**src/rtl/buzzer_pkg.sv**
```systemverilog
// Shared types and constants for the buzzer arbiter.
// Build option BUZZER_PREEMPT_EN (see buzzer_arbiter) does not affect this file.
package buzzer_pkg;

  typedef enum logic [1:0] {
    IDLE = 2'd0,
    PLAY = 2'd1,
    GAP  = 2'd2
  } buzz_state_t;

  localparam int HP_W_DEF  = 24;
  localparam int DUR_W_DEF = 16;

  // Tone half-periods in 100 MHz clock cycles.
  localparam int NOTE_C5 = 95557;
  localparam int NOTE_A4 = 113636;
  localparam int NOTE_A5 = 56818;

  // Counter width able to hold 0..n-1; never narrower than one bit.
  function automatic int ctr_width(input int n);
    return (n > 1) ? $clog2(n) : 1;
  endfunction

endpackage

```
**src/rtl/buzzer_tone_gen.sv**
```systemverilog
// Square-wave tone generator: toggles the output every half_period cycles
// while enabled. Output and counter are held at 0 whenever en is low, so each
// tone starts from a low level. A zero half-period produces silence.
module buzzer_tone_gen
  import buzzer_pkg::*;
#(
  parameter int HP_W = HP_W_DEF
) (
  input  logic            i_clk,
  input  logic            i_rst_n,
  input  logic            i_en,
  input  logic [HP_W-1:0] i_half_period,
  output logic            o_pwm_out
);

  logic [HP_W-1:0] r_cnt;
  logic            r_pwm;

  // Half-period counter and output toggle.
  always_ff @(posedge i_clk or negedge i_rst_n) begin
    if (!i_rst_n) begin
      r_cnt <= '0;
      r_pwm <= 1'b0;
    end else if (!i_en) begin
      r_cnt <= '0;
      r_pwm <= 1'b0;
    end else if (i_half_period != '0) begin
      if (r_cnt == i_half_period - HP_W'(1)) begin
        r_cnt <= '0;
        r_pwm <= ~r_pwm;
      end else begin
        r_cnt <= r_cnt + HP_W'(1);
      end
    end
  end

  assign o_pwm_out = r_pwm;

endmodule

```
**src/rtl/buzzer_arbiter.sv**
```systemverilog
// Fixed-priority buzzer arbiter. Picks the lowest-index requester, latches its
// tone half-period and duration, plays the tone for dur ms, then holds a
// silent gap of GAP_MS ms before serving the next request.
// Build option: define BUZZER_PREEMPT_EN to let a higher-priority request
// abort the tone in progress (no gap is inserted after an abort).
module buzzer_arbiter
  import buzzer_pkg::*;
#(
  parameter int NUM_REQ  = 3,
  parameter int HP_W     = HP_W_DEF,
  parameter int DUR_W    = DUR_W_DEF,
  parameter int TICK_DIV = 100000,
  parameter int GAP_MS   = 1
) (
  input  logic                     i_clk,
  input  logic                     i_rst_n,
  input  logic [NUM_REQ-1:0]       i_req,
  input  logic [NUM_REQ*HP_W-1:0]  i_half_period,
  input  logic [NUM_REQ*DUR_W-1:0] i_dur_ms,
  output logic [NUM_REQ-1:0]       o_ack,
  output logic [NUM_REQ-1:0]       o_grant,
  output logic [NUM_REQ-1:0]       o_done,
  output logic                     o_busy,
  output logic                     o_pwm_out
);

  localparam int               PS_W     = ctr_width(TICK_DIV);
  localparam logic [PS_W-1:0]  PS_LAST  = PS_W'(TICK_DIV - 1);
  localparam logic [DUR_W-1:0] GAP_LAST = DUR_W'(GAP_MS - 1);

  buzz_state_t        r_state;
  buzz_state_t        w_state_nxt;

  logic [NUM_REQ-1:0] r_ack;
  logic [NUM_REQ-1:0] r_grant;
  logic [NUM_REQ-1:0] r_done;
  logic [HP_W-1:0]    r_hp;
  logic [DUR_W-1:0]   r_dur;
  logic [PS_W-1:0]    r_presc;
  logic [DUR_W-1:0]   r_ms;

  logic [NUM_REQ-1:0] w_win;
  logic [HP_W-1:0]    w_win_hp;
  logic [DUR_W-1:0]   w_win_dur;
  logic               w_tick;
  logic               w_play_end;
  logic               w_gap_end;
  logic               w_tone_en;
`ifdef BUZZER_PREEMPT_EN
  logic               w_preempt;
`endif

  // Priority encoder: the lowest set request index wins; its fields are muxed out.
  always_comb begin
    w_win     = '0;
    w_win_hp  = '0;
    w_win_dur = '0;
    for (int i = NUM_REQ - 1; i >= 0; i--) begin
      if (i_req[i]) begin
        w_win     = '0;
        w_win[i]  = 1'b1;
        w_win_hp  = i_half_period[i*HP_W +: HP_W];
        w_win_dur = i_dur_ms[i*DUR_W +: DUR_W];
      end
    end
  end

  assign w_tick     = (r_presc == PS_LAST);
  // A zero duration still spends one cycle in PLAY so ack and done never overlap.
  assign w_play_end = (r_dur == '0) || (w_tick && (r_ms == r_dur - DUR_W'(1)));
  assign w_gap_end  = w_tick && (r_ms == GAP_LAST);

`ifdef BUZZER_PREEMPT_EN
  // Any request below the granted index outranks it (grant is one-hot).
  assign w_preempt  = |(i_req & (r_grant - NUM_REQ'(1)));
`endif

  // State register.
  always_ff @(posedge i_clk or negedge i_rst_n) begin
    if (!i_rst_n) r_state <= IDLE;
    else          r_state <= w_state_nxt;
  end

  // Next-state logic.
  always_comb begin
    w_state_nxt = r_state;
    case (r_state)
      IDLE: begin
        if (|i_req) w_state_nxt = PLAY;
      end
      PLAY: begin
`ifdef BUZZER_PREEMPT_EN
        if (w_preempt)       w_state_nxt = IDLE;
        else if (w_play_end) w_state_nxt = GAP;
`else
        if (w_play_end)      w_state_nxt = GAP;
`endif
      end
      GAP: begin
        if (w_gap_end) w_state_nxt = IDLE;
      end
      default: w_state_nxt = IDLE;
    endcase
  end

  // Request latching, handshake pulses and ms timing.
  always_ff @(posedge i_clk or negedge i_rst_n) begin
    if (!i_rst_n) begin
      r_ack   <= '0;
      r_grant <= '0;
      r_done  <= '0;
      r_hp    <= '0;
      r_dur   <= '0;
      r_presc <= '0;
      r_ms    <= '0;
    end else begin
      r_ack  <= '0;
      r_done <= '0;
      case (r_state)
        IDLE: begin
          if (w_state_nxt == PLAY) begin
            r_ack   <= w_win;
            r_grant <= w_win;
            r_hp    <= w_win_hp;
            r_dur   <= w_win_dur;
            r_presc <= '0;
            r_ms    <= '0;
          end
        end
        PLAY: begin
          if (w_state_nxt != PLAY) begin
            r_done  <= r_grant;
            r_grant <= '0;
            r_presc <= '0;
            r_ms    <= '0;
          end else if (w_tick) begin
            r_presc <= '0;
            r_ms    <= r_ms + DUR_W'(1);
          end else begin
            r_presc <= r_presc + PS_W'(1);
          end
        end
        GAP: begin
          if (w_tick) begin
            r_presc <= '0;
            r_ms    <= r_ms + DUR_W'(1);
          end else begin
            r_presc <= r_presc + PS_W'(1);
          end
        end
        default: begin
          r_grant <= '0;
        end
      endcase
    end
  end

  // Tone runs only while PLAY continues, so the exit edge already drives pwm low.
  assign w_tone_en = (r_state == PLAY) && (w_state_nxt == PLAY);

  buzzer_tone_gen #(
    .HP_W (HP_W)
  ) u_tone (
    .i_clk         (i_clk),
    .i_rst_n       (i_rst_n),
    .i_en          (w_tone_en),
    .i_half_period (r_hp),
    .o_pwm_out     (o_pwm_out)
  );

  assign o_ack   = r_ack;
  assign o_grant = r_grant;
  assign o_done  = r_done;
  assign o_busy  = (r_state != IDLE);

endmodule

```
**config.mk**
```make
export PLATFORM = sky130hd
export DESIGN_NAME = buzzer_arbiter
export DESIGN_NICKNAME = d
export VERILOG_FILES = /design/src/rtl/buzzer_pkg.sv /design/src/rtl/buzzer_tone_gen.sv /design/src/rtl/buzzer_arbiter.sv
export SDC_FILE = /design/constraint.sdc
export NUM_CORES = 1
export LEC_CHECK = 0
export ABC_AREA = 1
export BUFFER_PORTS_ARGS = -buffer_cell sky130_fd_sc_hd__buf_2
export CORE_MARGIN = 2
export CORE_UTILIZATION = 26
export CTS_CLUSTER_SIZE = 10
export DETAILED_ROUTE_END_ITERATION = 7
export GPL_TIMING_DRIVEN = 0
export MAX_ROUTING_LAYER = met4
export SYNTH_ARGS = -nofsm -noshare
export SYNTH_HDL_FRONTEND = slang
export SYNTH_HIERARCHICAL = 1
export SYNTH_SLANG_ARGS = --single-unit
```
**constraint.sdc**
```tcl
create_clock -name i_clk -period 4.1 [get_ports i_clk]
set_input_delay 0.82 -clock i_clk [delete_from_list [all_inputs] [get_ports i_clk]]
set_output_delay 0.82 -clock i_clk [all_outputs]
set_load 0.05 [all_outputs]
```
==> results.md, run 1 <==
GRT:
- The pin count of the biggest net entering global routing is between 60 and 70.
- Global routing consumed, on the met2 layer, between 20% and 30% of the routing resources.
- The global-route layer with the greatest usage is met2.
- The met3 capacity usage during global routing is under 10%.
- The number of global-route vias before repair is roughly 8,000.
- The residual overflow from global routing is 0.
- The first global-routing pass estimated between 40 and 50 mm of wire.
- The initial antenna violation count is 0.
- Across every metal layer, demand over resource in global routing totals 16.3%.
- Global routing used 20.0% of the available met1 tracks.

STA:
- Subtracting the final worst setup slack from the clock period gives 3.77 ns.
- Setup violations remaining at the end of the flow were counted as 0.
- The headroom to the max-slew limit is about two fifths.
- The number of hold-slack violations in the final timing report is 0.
- At the pin with the least slew margin, the transition time is roughly 0.88 ns.
- The worst path uses around 92% of the clock period.
- The worst setup skew after layout is 0.0126 ns.
- The max-slew violation total from the final report is 0.
- The maximum frequency from static timing analysis is 265 MHz.
- Adding up every negative setup slack in the final design gives 0 ns.
- Setup repair after global routing left no endpoint under its margin.

Synth:
- The average cell area after synthesis is between 6 and 7 sq um.
- The biggest area contributor in the post-synthesis netlist is dfrtp_1.
- The share of synthesized area in the top cell type comes to between 30 and 40%.
- The count of state elements after synthesis is about 110.
- The synthesized netlist net count is about 1,400.
- Synthesis handed over a netlist of 1,277 instances.
- Yosys printed 6 warnings.
- The unique cell type count in the Yosys netlist is 48.
- Sequential cells were found to cover between 30 and 40% of the synthesized design area.
- Yosys attributes the largest share of cell area to dfrtp_1 32%, nand2_1 19%, nand3_1 7.5%.
- Summing every instance area after synthesis gives around 8500 sq um.

Worst setup path:
- The critical path endpoint category is a register.
- The worst reg-to-reg setup slack is 0.33 ns.
- The startpoint of the most critical register-to-register path is r_presc[0]$_DFFE_PN0P_.
- The end of the worst register-to-register path is u_tone/r_cnt[21]$_DFFE_PN0P_.
- Data on the critical path is required at its endpoint by about 4.3 ns.
- The critical path launch point type is a register.
- The path type of the worst setup path is reg -> reg.
- The data arrival time of the critical path is 3.99 ns.
- The critical-path maximum fanout is 10.
- The number of cells on the worst reg-to-reg path is 25.

Cells and area:
- The final design instance area without fill is 10,200 sq um.
- Summing all flip-flop and latch instances after layout gives ~2700 sq um.
- The multi-input combinational cells in the finished layout cover a total of slightly above 5000 sq um.
- The final core utilization is a little under a third.
- Once layout is complete, the cells apart from fillers number about 1,900.
- From synthesis to final layout, the design area changed by 19.3%.
- The final-layout fill cell count is roughly 3,600.
- The total number of nets in the final design is roughly 1,600.
- The diode insertion count for antenna repair is 0.
- Of the cells placed in the final design, the portion with a size suffix greater than 1 is 18.7%.

Min path:
- The type of the tightest min-delay check is in -> async.

Power:
- In this run the static leakage power is 5.00 nW.
- The power density normalized to cell area is roughly 210 nW/um^2.
- IR analysis of the VDD net gives a maximum drop of 206 uV.

Floorplanning:
- The die covers between 30,000 and 40,000 sq um.
- The total I/O pin count is roughly 140.
- The initial standard-cell utilization of the core is 26.3%.
- The region available for standard cell placement spans 32,400 sq um.
- From bottom edge to top edge, the die measures 185 microns.
- The row count is 66.
- Measured along the x axis, the die boundary spans 185 microns.

Drt:
- After detailed routing, the average wire length per cell comes to about 14 microns.
- The count of nets left with antenna violations after detail routing is 0.
- In the routed design, unresolved DRC markers number 0.
- The initial DRC count is around 600.
- The number of vias in the routed layout is 8,625.
- The average vias per placed instance is 4.60.
- The routed wire length is approximately 27 mm.
- The number of detailed-routing iterations run before antenna repair is 6.

Clock tree:
- The clock buffer count from CTS is 9.
- The clock network latency to the later pin of the worst-skew pair is 0.36 ns.
- In this run the number of H-tree levels came out at 3.
- The TritonCTS clock tree is done.
- The root buffer cell is clkbuf_16.
- The clock-pin slew of the registers on the worst-case setup and hold paths is ~0.080 ns.
- Clock tree synthesis found a total of between 100 and 150 sinks.
- The worst-case clock buffer depth is 2.

Placed design:
- Summing all placed instances gives a cell area of 9770 sq um.
- The global placer's final weighted congestion is 0.912.
- The final HPWL from detailed placement is 21.5 mm.
- The port buffer count is 134.
- The number of placed cells counting well taps is between 1,500 and 2,000.

Run status:
- The run finished with clean final reports.

Job:
- The tool flagged a number of max-cap violations equal to 0.
==> stage by stage <==
step	total power (W)	setup slack (ns)	hold WS, ns
3_3_place_gp	0.00127	0.0631	0.480
2_1_floorplan	0.00115	0.981	0.464
4_1_cts	0.00218	0.00216	0.404
3_5_place_dp	0.00127	0.0468	0.494
6_report	0.00215	0.326	0.390
5_1_grt	0.00224	0.0271	0.416
==> worst max-delay path: stages, from the launching register on <==
cell and delay (ns):
dfrtp_1 0.40, ha_1 0.19, nand2_1 0.05, inv_1 0.11, nand2_1 0.16, nor2_4 0.20
nand4_1 0.15, nand2_1 0.14, nand3_1 0.07, nand2_1 0.06, a21boi_2 0.24, buf_6 0.18
nand4_1 0.24, inv_2 0.20, inv_2 0.07, nor2_1 0.09, nand3_1 0.08, nor2_1 0.12
nand3_2 0.17, nand2_2 0.15, nor2_4 0.06, nand2_1 0.12, nor2_4 0.06, nand3_1 0.08
xor2_1 0.15, a21oi_1 0.05
==> repair_timing <==
action | in CTS | in global routing
setup buffers | 0 | 6
hold buffers | 0 | 0
gates resized for setup | 0 | 13
setup endpoints to repair | 0 | 22
==> cell usage after synthesis (all sizes together) <==
cell type,n
nor3,14
nand2,454
a211oi,1
a221oi,2
a21oi,51
nand4,23
nor3b,3
buf,21
nand3,133
nor4,9
o21ai,52
nand3b,9
a311oi,1
clkbuf,22
a22o,1
o22ai,2
xnor2,22
o32ai,1
clkinv,3
dfrtp,109
o21bai,9
a31oi,1
ha,11
nor2,153
o21a,2
a21boi,1
and2,1
inv,127
xor2,39
==> logic make-up after synthesis <==
group	count (synthesis)	synth area share, %
and+or+nand+nor	799	42.3
buffers and inverters	173	8.71
AOI/OAI and AO/OA	124	9.10
DFF	109	32.0
xor gates and xnor gates	61	6.27
adders and majority gates	11	1.62
==> flip-flops by register name (all words and copies together), names as in the netlist <==
signal,cells
o_grant,3
r_dur,16
u_tone/o_pwm_out,1
o_done,3
u_tone/r_cnt,24
r_hp,24
r_ms,16
o_ack,3
r_presc,17
r_state,2
==> where the power goes <==
part / switching, W / leakage [nW] / internal, W / total, W
Sequential: 0 / 1.47 / 0.00107 / 0.00107
Combinational: 0.000103 / 3.39 / 0.0000682 / 0.000171
Clock: 0.000422 / 0.141 / 0.000480 / 0.000902
Total: 0.000524 / 5.00 / 0.00162 / 0.00215
==> routing by layer <==
metal  vias up  routed length (microns)
met4         0                      843
met1      3983                    12100
met5         -                        0
li1       4377                        -
met2       228                    12800
met3        37                     1340
==> worst max-delay path by stage <==
stage                                start                            to  slack, ns  depth (start not counted)
floorplan             r_dur[0]$_DFFE_PN0P_  u_tone/r_cnt[21]$_DFFE_PN0P_       0.98                         29
global placement      r_dur[0]$_DFFE_PN0P_  u_tone/r_cnt[21]$_DFFE_PN0P_       0.06                         27
detailed placement    r_dur[0]$_DFFE_PN0P_  u_tone/r_cnt[21]$_DFFE_PN0P_       0.05                         27
CTS                   r_dur[0]$_DFFE_PN0P_  u_tone/r_cnt[21]$_DFFE_PN0P_      0.002                         27
global route          r_dur[1]$_DFFE_PN0P_  u_tone/r_cnt[17]$_DFFE_PN0P_       0.03                         32
finish              r_presc[0]$_DFFE_PN0P_  u_tone/r_cnt[21]$_DFFE_PN0P_       0.33                         25
==> cell usage in the layout (no fill, tap or decap), types with 8 or more instances in the layout <==
| cell | count |
|---|---|
| a21oi_1 | 32 |
| a21oi_2 | 18 |
| buf_2 | 144 |
| clkbuf_1 | 24 |
| clkbuf_16 | 9 |
| dfrtp_1 | 109 |
| ha_1 | 10 |
| inv_1 | 117 |
| inv_2 | 10 |
| nand2_1 | 439 |
| nand2_2 | 10 |
| nand3_1 | 126 |
| nand3b_1 | 9 |
| nand4_1 | 23 |
| nor2_1 | 121 |
| nor2_2 | 19 |
| nor2_4 | 10 |
| nor3_1 | 10 |
| nor4_1 | 8 |
| o21ai_0 | 33 |
| o21ai_1 | 18 |
| o21bai_1 | 9 |
| xnor2_1 | 22 |
| xor2_1 | 39 |
==> area by class of cell <==
| class | instances | area share, % |
|---|---|---|
| buffer | 43 | 2.54 |
| multi-input combinational | 995 | 50.1 |
| clock buffer | 12 | 2.33 |
| timing repair buffer | 141 | 7.38 |
| inverter | 130 | 4.81 |
| sequential | 109 | 26.9 |
| clock inverter | 4 | 0.554 |
| tap | 442 | 5.45 |
No activity file was read; power rests on OpenSTA's default activity.
==> run 2, diff against run 1 <==
clock period = 3.4 ns   (was 4.1 ns; I/O delays follow)
==> run 2 against run 1 <==
  * The flow now finishes with violations (setup timing)
  * First-iteration DRC count increased by 18%
  * Count of clock-buffer cells in the layout unchanged
  * Clock skew increased by 0.0012 ns
  * Critical path type unchanged
  * Highest routed layer unchanged
==> results.md, run 2 (synthesis results as in run 1) <==
Power:
- The worst vdd rail ir drop is 246 uV (was 206 uV).
- The leakage component of the power is 5.22 nW (was 5.00 nW).
- The total power is 0.00259 W (was 0.00215 W).
- The power density normalized to cell area is 246 nW/um^2 (was 211 nW/um^2).

Worst setup path:
- The required arrival time at the worst endpoint is 3.68 ns (was 4.31 ns).
- The largest incremental delay on the critical path came to 0.43 ns (was 0.40 ns).
- The critical path endpoint category is a register (unchanged).
- The critical path launch point type is a register (unchanged).
- The number of cells on the worst reg-to-reg path is 33 (was 25).
- The critical-path maximum fanout was 4 (was 10).
- The data arrival time of the critical path is 3.83 ns (was 3.99 ns).
- The path type of the worst setup path was reg -> reg (unchanged).
- The cell at the slowest stage of the critical path is dfrtp_1 (unchanged).
- The most numerous cell on the critical path is nand2_1 (unchanged).

Floorplanning:
- The area of the placeable core is 32,400 sq um (unchanged).
- The vertical extent of the die was 185 microns (unchanged).
- The row count was 66 (unchanged).
- The horizontal die dimension is 185 microns (unchanged).
- The full die area is 34,200 sq um (unchanged).
- The initial standard-cell utilization of the core is 26.3% (unchanged).
- The total I/O pin count is 136 (unchanged).

STA:
- The worst-case setup margin in the final layout is -0.148 ns (was 0.326 ns).
- The final-report setup violation count was 13 (was 0).
- The post-route minimum period is 3.55 ns (was 3.77 ns).
- The worst setup skew after layout is 0.0138 ns (was 0.0126 ns).
- The transition at the pin with the smallest max-transition slack is 0.844 ns (was 0.884 ns).
- The max-slew violation total from the final report was 0 (unchanged).
- The maximum frequency from static timing analysis is 282 MHz (was 265 MHz).
- The headroom to the max-slew limit came to 43.7% (was 41.0%).
- Unrepaired setup endpoints after global routing: true (was false).
- The number of hold-slack violations in the final timing report is 0 (unchanged).
- The final worst-path cycle share is 104% (was 92.0%).

Drt:
- The count of unresolved DRC violations after routing is 0 (unchanged).
- The number of detailed-routing iterations run before antenna repair came to 5 (was 6).
- The number of vias in the routed layout is 8,719 (was 8,625).
- The average vias per placed instance is 4.59 (was 4.60).
- The initial DRC count came to 703 (was 594).
- The routed wirelength normalized by instance count is 14.5 microns (was 14.4 microns).
- The count of nets left with antenna violations after detail routing is 0 (unchanged).
- The routed wire length is 27.5 mm (was 27.0 mm).

Cells and area:
- The combined area of the multi-input logic cells was 5280 sq um (was 5090 sq um).
- The sequential cell area in the final layout is 2730 sq um (about the same).
- Largest registers: r_hp (24), u_tone/r_cnt (24), r_presc (17) (unchanged).
- The final core utilization came to 32.6% (was 31.4%).
- The most frequent standard cell in the layout excluding fill and tap cells is nand2_1 (unchanged).
- The total number of nets in the final design is 1,588 (was 1,565).
- The final-layout fill cell count is 3,531 (was 3,594).
- The fraction of final layout cells with drive strength greater than 1 came to 22.3% (was 18.7%).
- The synthesis-to-finish area growth is 23.8% (was 19.3%).
- Most used cells in the layout excluding fill and tap cells: 429 x nand2_1, 143 x buf_2, 123 x nand3_1 (was 439 x nand2_1, 144 x buf_2, 126 x nand3_1).
- The diode insertion count for antenna repair is 0 (unchanged).

Placed design:
- The final HPWL from detailed placement is 21.5 mm (unchanged).
- The port buffer count is 134 (unchanged).
- The global placer's final weighted congestion is 0.912 (unchanged).
- The worst-case setup slack after placement was -0.653 ns (was 0.0468 ns).

Clock tree:
- The clock network latency to the later pin of the worst-skew pair is 0.36 ns (about the same).
- The clock-pin slew of the registers on the worst-case setup and hold paths came to 0.07 ns (was 0.08 ns).
- The TritonCTS clock tree is done (unchanged).
- The deepest level of the CTS H-tree is 3 (unchanged).
- The clock buffer count from CTS is 9 (unchanged).
- The number of clock sinks is 109 (unchanged).
- The hold-fix buffer count after cts is 0 (unchanged).
- The worst-case clock buffer depth came to 2 (unchanged).
- The root buffer cell was clkbuf_16 (unchanged).

Min path:
- The type of the tightest min-delay check is in -> async (unchanged).

GRT:
- The global router's overall resource usage is 16.5% (was 16.3%).
- The pin count of the biggest net entering global routing is 65 (unchanged).
- The residual overflow from global routing is 0 (unchanged).
- The wire length of the first global-routing pass is 42.5 mm (was 42.0 mm).
- The initial antenna violation count is 0 (unchanged).
- The number of global-route vias before repair is 8,154 (was 8,058).

Job:
- The total of max-cap violations came to 0 (unchanged).

Run status:
- The checks that failed: setup timing.
- Status: complete, but fails checks (was finished, final reports clean).
run 2: cell types whose count changed in the layout (fill, tap and decap cells not counted), moves of 5 or more:
cell     delta
nand2_2     +6
nor2_4      +8
nor2_1      -7
nand2_1    -10
inv_1       -5
buf_4      +20
run 2: routing by layer:
layer,share of wire [%],track usage [%],wire length [microns]
met5,0,-,0
met4,3.0,5.65,825
met3,5.3,2.95,1470
met2,48,27.2,13200
met1,44,20.3,12100
run 2: through the flow:
step | hold slack, ns | setup TNS [ns] | cell area (sq um) | instances
3_3_place_gp | 0.480 | -11.42 | 9740 | 1853
3_5_place_dp | 0.494 | -12.15 | 9770 | 1854
2_1_floorplan | 0.384 | 0 | 8510 | 1277
5_1_grt | 0.278 | -6.45 | 10500 | 1899
6_report | 0.252 | -1.25 | 10500 | 1899
4_1_cts | 0.264 | -1.24 | 10300 | 1891
run 2: area by class of cell:
type	instances	area share [%]
Buffer	42	2.40
Clock buffer	12	2.24
Clock inverter	4	0.534
Inverter	130	4.65
Multi-Input combinational cell	995	50.0
Sequential cell	109	25.9
Tap cell	442	5.25
Timing Repair Buffer	165	9.00
run 2: worst max-delay path, delay by kind of cell, from the launching register on:
family	cells	cell delay [ns]
flip-flops	1	0.43
AO/OA/AOI/OAI	1	0.11
AND/OR/NAND/NOR	26	2.21
adder cells (fa/ha/maj)	1	0.28
buffers and inverters	5	0.41
run 2: power by group:
part           internal [W]  total [W]  switching (W)
clock network      0.000579    0.00109       0.000509
registers           0.00130    0.00130              0
logic             0.0000822   0.000206       0.000124
total               0.00196    0.00259       0.000633
run 2: what timing repair did:
action | 4_1_cts | 5_1_grt
pin swaps | 18 | 37
setup buffers | 21 | 9
gates resized for setup | 32 | 47
endpoints found under the setup margin | 25 | 25
run 2: path summary, 6_finish.rpt:
check / start / to / slack (ns)
setup / recovery: r_dur[1]$_DFFE_PN0P_ / u_tone/r_cnt[22]$_DFFE_PN0P_ / -0.15
setup reg to reg: r_dur[1]$_DFFE_PN0P_ / u_tone/r_cnt[22]$_DFFE_PN0P_ / -0.15
min in group i_clk: u_tone/o_pwm_out$_DFFE_PN0P_ / u_tone/o_pwm_out$_DFFE_PN0P_ / 0.50
hold / removal: i_rst_n / u_tone/r_cnt[15]$_DFFE_PN0P_ / 0.25
max in group asynchronous: i_rst_n / r_dur[3]$_DFFE_PN0P_ / 2.45
hold reg to reg: u_tone/o_pwm_out$_DFFE_PN0P_ / u_tone/o_pwm_out$_DFFE_PN0P_ / 0.50
==> run 3, diff against run 2 <==
SYNTH_HIERARCHICAL = default   (was 1)
==> run 3 against run 2 <==
  * The flow now finishes without violations
  * Final area shrank 3.4%
  * Total power shrank 0.13%
  * Setup slack gained 0.31 ns
  * Clock power is essentially flat
  * Via count grew 3.4%
  * Clock skew shrank 0.0013 ns
  * Synthesized cell count grew 3.7%
  * Sequential share of layout area grew 0.90 points
  * Routed wire length grew 4.2%
  * Count of clock-buffer cells in the layout shrank 3
  * Critical path type is now in -> reg
  * Largest cell class unchanged
  * Highest routed layer unchanged
==> results.md, run 3 <==
Cells and area:
- The most frequent standard cell in the layout excluding fill and tap cells is nand2_1 (unchanged).
- The final-layout fill cell count is 3,649 (was 3,531).
- Largest registers: r_hp (24), u_tone.r_cnt (24), r_presc (17) (was r_hp (24), u_tone/r_cnt (24), r_presc (17)).
- The combined area of the multi-input logic cells is 5140 sq um (was 5280 sq um).
- The total number of nets in the final design came to 1,610 (was 1,588).
- The final core utilization is 31.3% (was 32.6%).
- The synthesis-to-finish area growth is 18.3% (was 23.8%).
- Most used cells in the layout excluding fill and tap cells: 442 x nand2_1, 153 x buf_2, 148 x nor2_1 (was 429 x nand2_1, 143 x buf_2, 123 x nand3_1).
- The fraction of final layout cells with drive strength greater than 1 came to 14.6% (was 22.3%).
- The sequential cell area in the final layout is 2730 sq um (about the same).

Synth:
- The predominant post-synthesis flop cell is dfrtp_1 (unchanged).
- The top-area cell type share of the netlist area came to 31.7% (was 32.0%).
- The average cell area after synthesis was 6.50 sq um (was 6.67 sq um).
- The fraction of registers with async set or reset after synthesis is 100% (unchanged).
- The number of enable flip-flop cells after synthesis came to 0 (unchanged).
- The library cell with the largest summed area after synthesis is dfrtp_1 (unchanged).
- Synth top cells by count: 442 x nand2_1, 148 x nor2_1, 119 x inv_1 (was 440 x nand2_1, 127 x nand3_1, 123 x nor2_1).
- The proportion of synthesized chip area in sequential cells came to 31.7% (was 32.0%).
- The cell area after synthesis was 8610 sq um (was 8510 sq um).
- The number of warnings reported in the yosys synthesis log is 0 (was 6).
- The leading cell type by number of instances after synthesis was nand2_1 (unchanged).
- The instance count of the mapped netlist came to 1,324 (was 1,277).
- Synth area leaders: dfrtp_1 32%, nand2_1 19%, xor2_1 6.8% (was dfrtp_1 32%, nand2_1 19%, nand3_1 7.5%).
- The count of state elements after synthesis is 109 (unchanged).
- The synthesized netlist net count is 1,461 (was 1,413).
- The unique cell type count in the Yosys netlist is 44 (was 48).

Floorplanning:
- The row count is 66 (unchanged).
- The vertical extent of the die is 186 microns (was 185 microns).
- The total I/O pin count came to 136 (unchanged).
- The horizontal die dimension was 186 microns (was 185 microns).
- The area of the placeable core was 32,500 sq um (was 32,400 sq um).
- The initial standard-cell utilization of the core is 26.4% (was 26.3%).
- The full die area is 34,600 sq um (was 34,200 sq um).

Power:
- The leakage component of the power is 5.16 nW (was 5.22 nW).
- The total power is 0.00259 W (about the same).
- The worst vdd rail ir drop came to 245 uV (was 246 uV).
- The power density normalized to cell area came to 254 nW/um^2 (was 246 nW/um^2).

Drt:
- The count of unresolved DRC violations after routing was 0 (unchanged).
- The routed wirelength normalized by instance count is 14.9 microns (was 14.5 microns).
- The routed wire length was 28.7 mm (was 27.5 mm).
- The number of detailed-routing iterations run before antenna repair is 5 (unchanged).
- The initial DRC count came to 680 (was 703).
- The count of nets left with antenna violations after detail routing is 0 (unchanged).
- The number of vias in the routed layout is 9,019 (was 8,719).
- The average vias per placed instance is 4.69 (was 4.59).

GRT:
- The residual overflow from global routing is 0 (unchanged).
- The pin count of the biggest net entering global routing is 83 (was 65).
- The number of global-route vias before repair was 8,439 (was 8,154).
- The wire length of the first global-routing pass is 45.0 mm (was 42.5 mm).
- The initial antenna violation count came to 1 (was 0).
- The global router's overall resource usage is 17.3% (was 16.5%).

Worst setup path:
- The capture point of the critical path was o_grant[1]$_DFFE_PN0P_ (was u_tone/r_cnt[22]$_DFFE_PN0P_).
- The number of buffer and inverter instances along the worst setup path is 5 (unchanged).
- The startpoint of the most critical register-to-register path was r_presc[0]$_DFFE_PN0P_ (was r_dur[1]$_DFFE_PN0P_).
- The critical path depth in cells is 9 (was 33).
- The cell at the slowest stage of the critical path is nor2_1 (was dfrtp_1).
- The required arrival time at the worst endpoint was 3.71 ns (was 3.68 ns).
- The largest incremental delay on the critical path was 0.67 ns (was 0.43 ns).
- The launching element of the worst setup path is i_req[1] (was r_dur[1]$_DFFE_PN0P_).
- The critical-path maximum fanout is 10 (was 4).
- The end of the worst register-to-register path is r_ms[3]$_DFFE_PN0P_ (was u_tone/r_cnt[22]$_DFFE_PN0P_).
- The critical path launch point type is an input pin (was register).
- The worst reg-to-reg setup slack is 0.32 ns (was -0.15 ns).
- The number of cells on the worst reg-to-reg path was 13 (was 33).
- The data arrival time of the critical path is 3.55 ns (was 3.83 ns).
- The critical path endpoint category is a register (unchanged).
- The path type of the worst setup path is in -> reg (was reg -> reg).
- Walking the worst path, the cells encountered are buf_2 > clkbuf_1 > clkinv_1 > nor2_1 > clkbuf_1 > inv_1 > nor2_1 > nand2_1 > nand2_1.
- The category of cells accounting for the largest share of critical-path delay is buffers and inverters (was simple AND/OR/NAND/NOR gates).

STA:
- The post-route minimum period is 3.24 ns (was 3.55 ns).
- The worst setup skew after layout is 0.0125 ns (was 0.0138 ns).
- The final worst-path cycle share is 95.2% (was 104%).
- The headroom to the max-slew limit was 51.8% (was 43.7%).
- The total negative slack for setup checks came to 0 ns (was -1.25 ns).
- The final-report setup violation count is 0 (was 13).
- The number of hold-slack violations in the final timing report is 0 (unchanged).
- The max-slew violation total from the final report is 0 (unchanged).
- The maximum frequency from static timing analysis came to 309 MHz (was 282 MHz).
- Unrepaired setup endpoints after global routing: false (was true).
- The worst hold margin is 0.178 ns (was 0.252 ns).
- The transition at the pin with the smallest max-transition slack is 0.723 ns (was 0.844 ns).

Clock tree:
- The root buffer cell is clkbuf_16 (unchanged).
- The clock network latency to the later pin of the worst-skew pair is 0.37 ns (was 0.36 ns).
- The worst-case clock buffer depth is 2 (unchanged).
- The clock buffer count from CTS is 9 (unchanged).
- The deepest level of the CTS H-tree is 3 (unchanged).
- The number of clock sinks is 109 (unchanged).
- The clock-pin slew of the registers on the worst-case setup and hold paths is 0.08 ns (was 0.07 ns).
- The hold-fix buffer count after cts is 0 (unchanged).
- The TritonCTS clock tree was done (unchanged).

Placed design:
- The port buffer count came to 134 (unchanged).
- The final HPWL from detailed placement came to 22.9 mm (was 21.5 mm).
- The global placer's final weighted congestion is 0.922 (was 0.912).

Run status:
- Status: finished, final reports clean (was complete, but fails checks).

Min path:
- The type of the tightest min-delay check is in -> async (unchanged).

Job:
- The total of max-cap violations is 0 (unchanged).
## run 3: metal layers
metal / share of wire (%) / up-vias / track usage (%)
li1: - / 4529 / -
met1: 44 / 4220 / 21.2
met2: 49 / 217 / 28.8
met3: 3.8 / 53 / 2.56
met4: 3.5 / 0 / 6.58
met5: 0 / - / -
## run 3: layout make-up
type,count,share of cell area (%)
well taps,442,5.43
plain buffers,55,2.58
inverters,127,4.68
clock inverters,7,0.651
clock buffers,9,2.21
flip-flops and latches,109,26.8
diodes,1,0.0246
multi-input cells,1033,50.5
repair buffers,138,7.14
## run 3: how the worst min path moves through the flow
stage / slack (ns) / from / endpoint / cells past startpoint
4_1_cts: 0.18 / i_rst_n / u_tone.r_cnt[14]$_DFFE_PN0P_ / 1
2_1_floorplan: 0.38 / i_rst_n / o_ack[0]$_DFF_PN0_ / 0
3_3_place_gp: 0.47 / r_presc[14]$_DFFE_PN0P_ / r_presc[14]$_DFFE_PN0P_ / 2
3_5_place_dp: 0.47 / r_presc[14]$_DFFE_PN0P_ / r_presc[14]$_DFFE_PN0P_ / 2
6_report: 0.18 / i_rst_n / u_tone.r_cnt[14]$_DFFE_PN0P_ / 1
5_1_grt: 0.19 / i_rst_n / u_tone.r_cnt[14]$_DFFE_PN0P_ / 1
## run 3: repair_timing
| item | in CTS | in global routing |
|---|---|---|
| gates resized for setup | 0 | 0 |
| setup endpoints to repair | 0 | 3 |
| setup buffers | 0 | 3 |
## run 3: power breakdown
part           internal, W  switching [W]
Clock             0.000519       0.000565
Combinational    0.0000822       0.000125
Sequential         0.00129              0
Total              0.00190       0.000691
## run 3: through the flow
stage	cell area [sq um]	worst slack, ns	cells
global placement	9830	-0.130	1900
CTS	10200	0.211	1917
global route	10200	0.0258	1921
detailed placement	9860	-0.171	1901
floorplan	8610	0.951	1324
finish	10200	0.162	1921
## run 3: worst reg2reg max path, delay by kind of cell, from the launching register on
kind                     cells  cell delay, ns
AND/OR/NAND/NOR             10            1.70
buffers and inverters        1            0.31
flip-flops                   1            0.41
adder cells (fa/ha/maj)      1            0.26
AO/OA/AOI/OAI                1            0.35
## run 3: kinds of logic (layout without fill, tap and decap cells)
family          Yosys count  count (layout)  synth area share [%]
simple gates            820             820                  41.2
flops                   109             109                  31.7
buf+inv                 182             336                  8.59
compound gates          113             113                  7.84
other cells               0               1                     0
xor+xnor                 88              88                  8.96
fa+ha+maj                12              12                  1.74
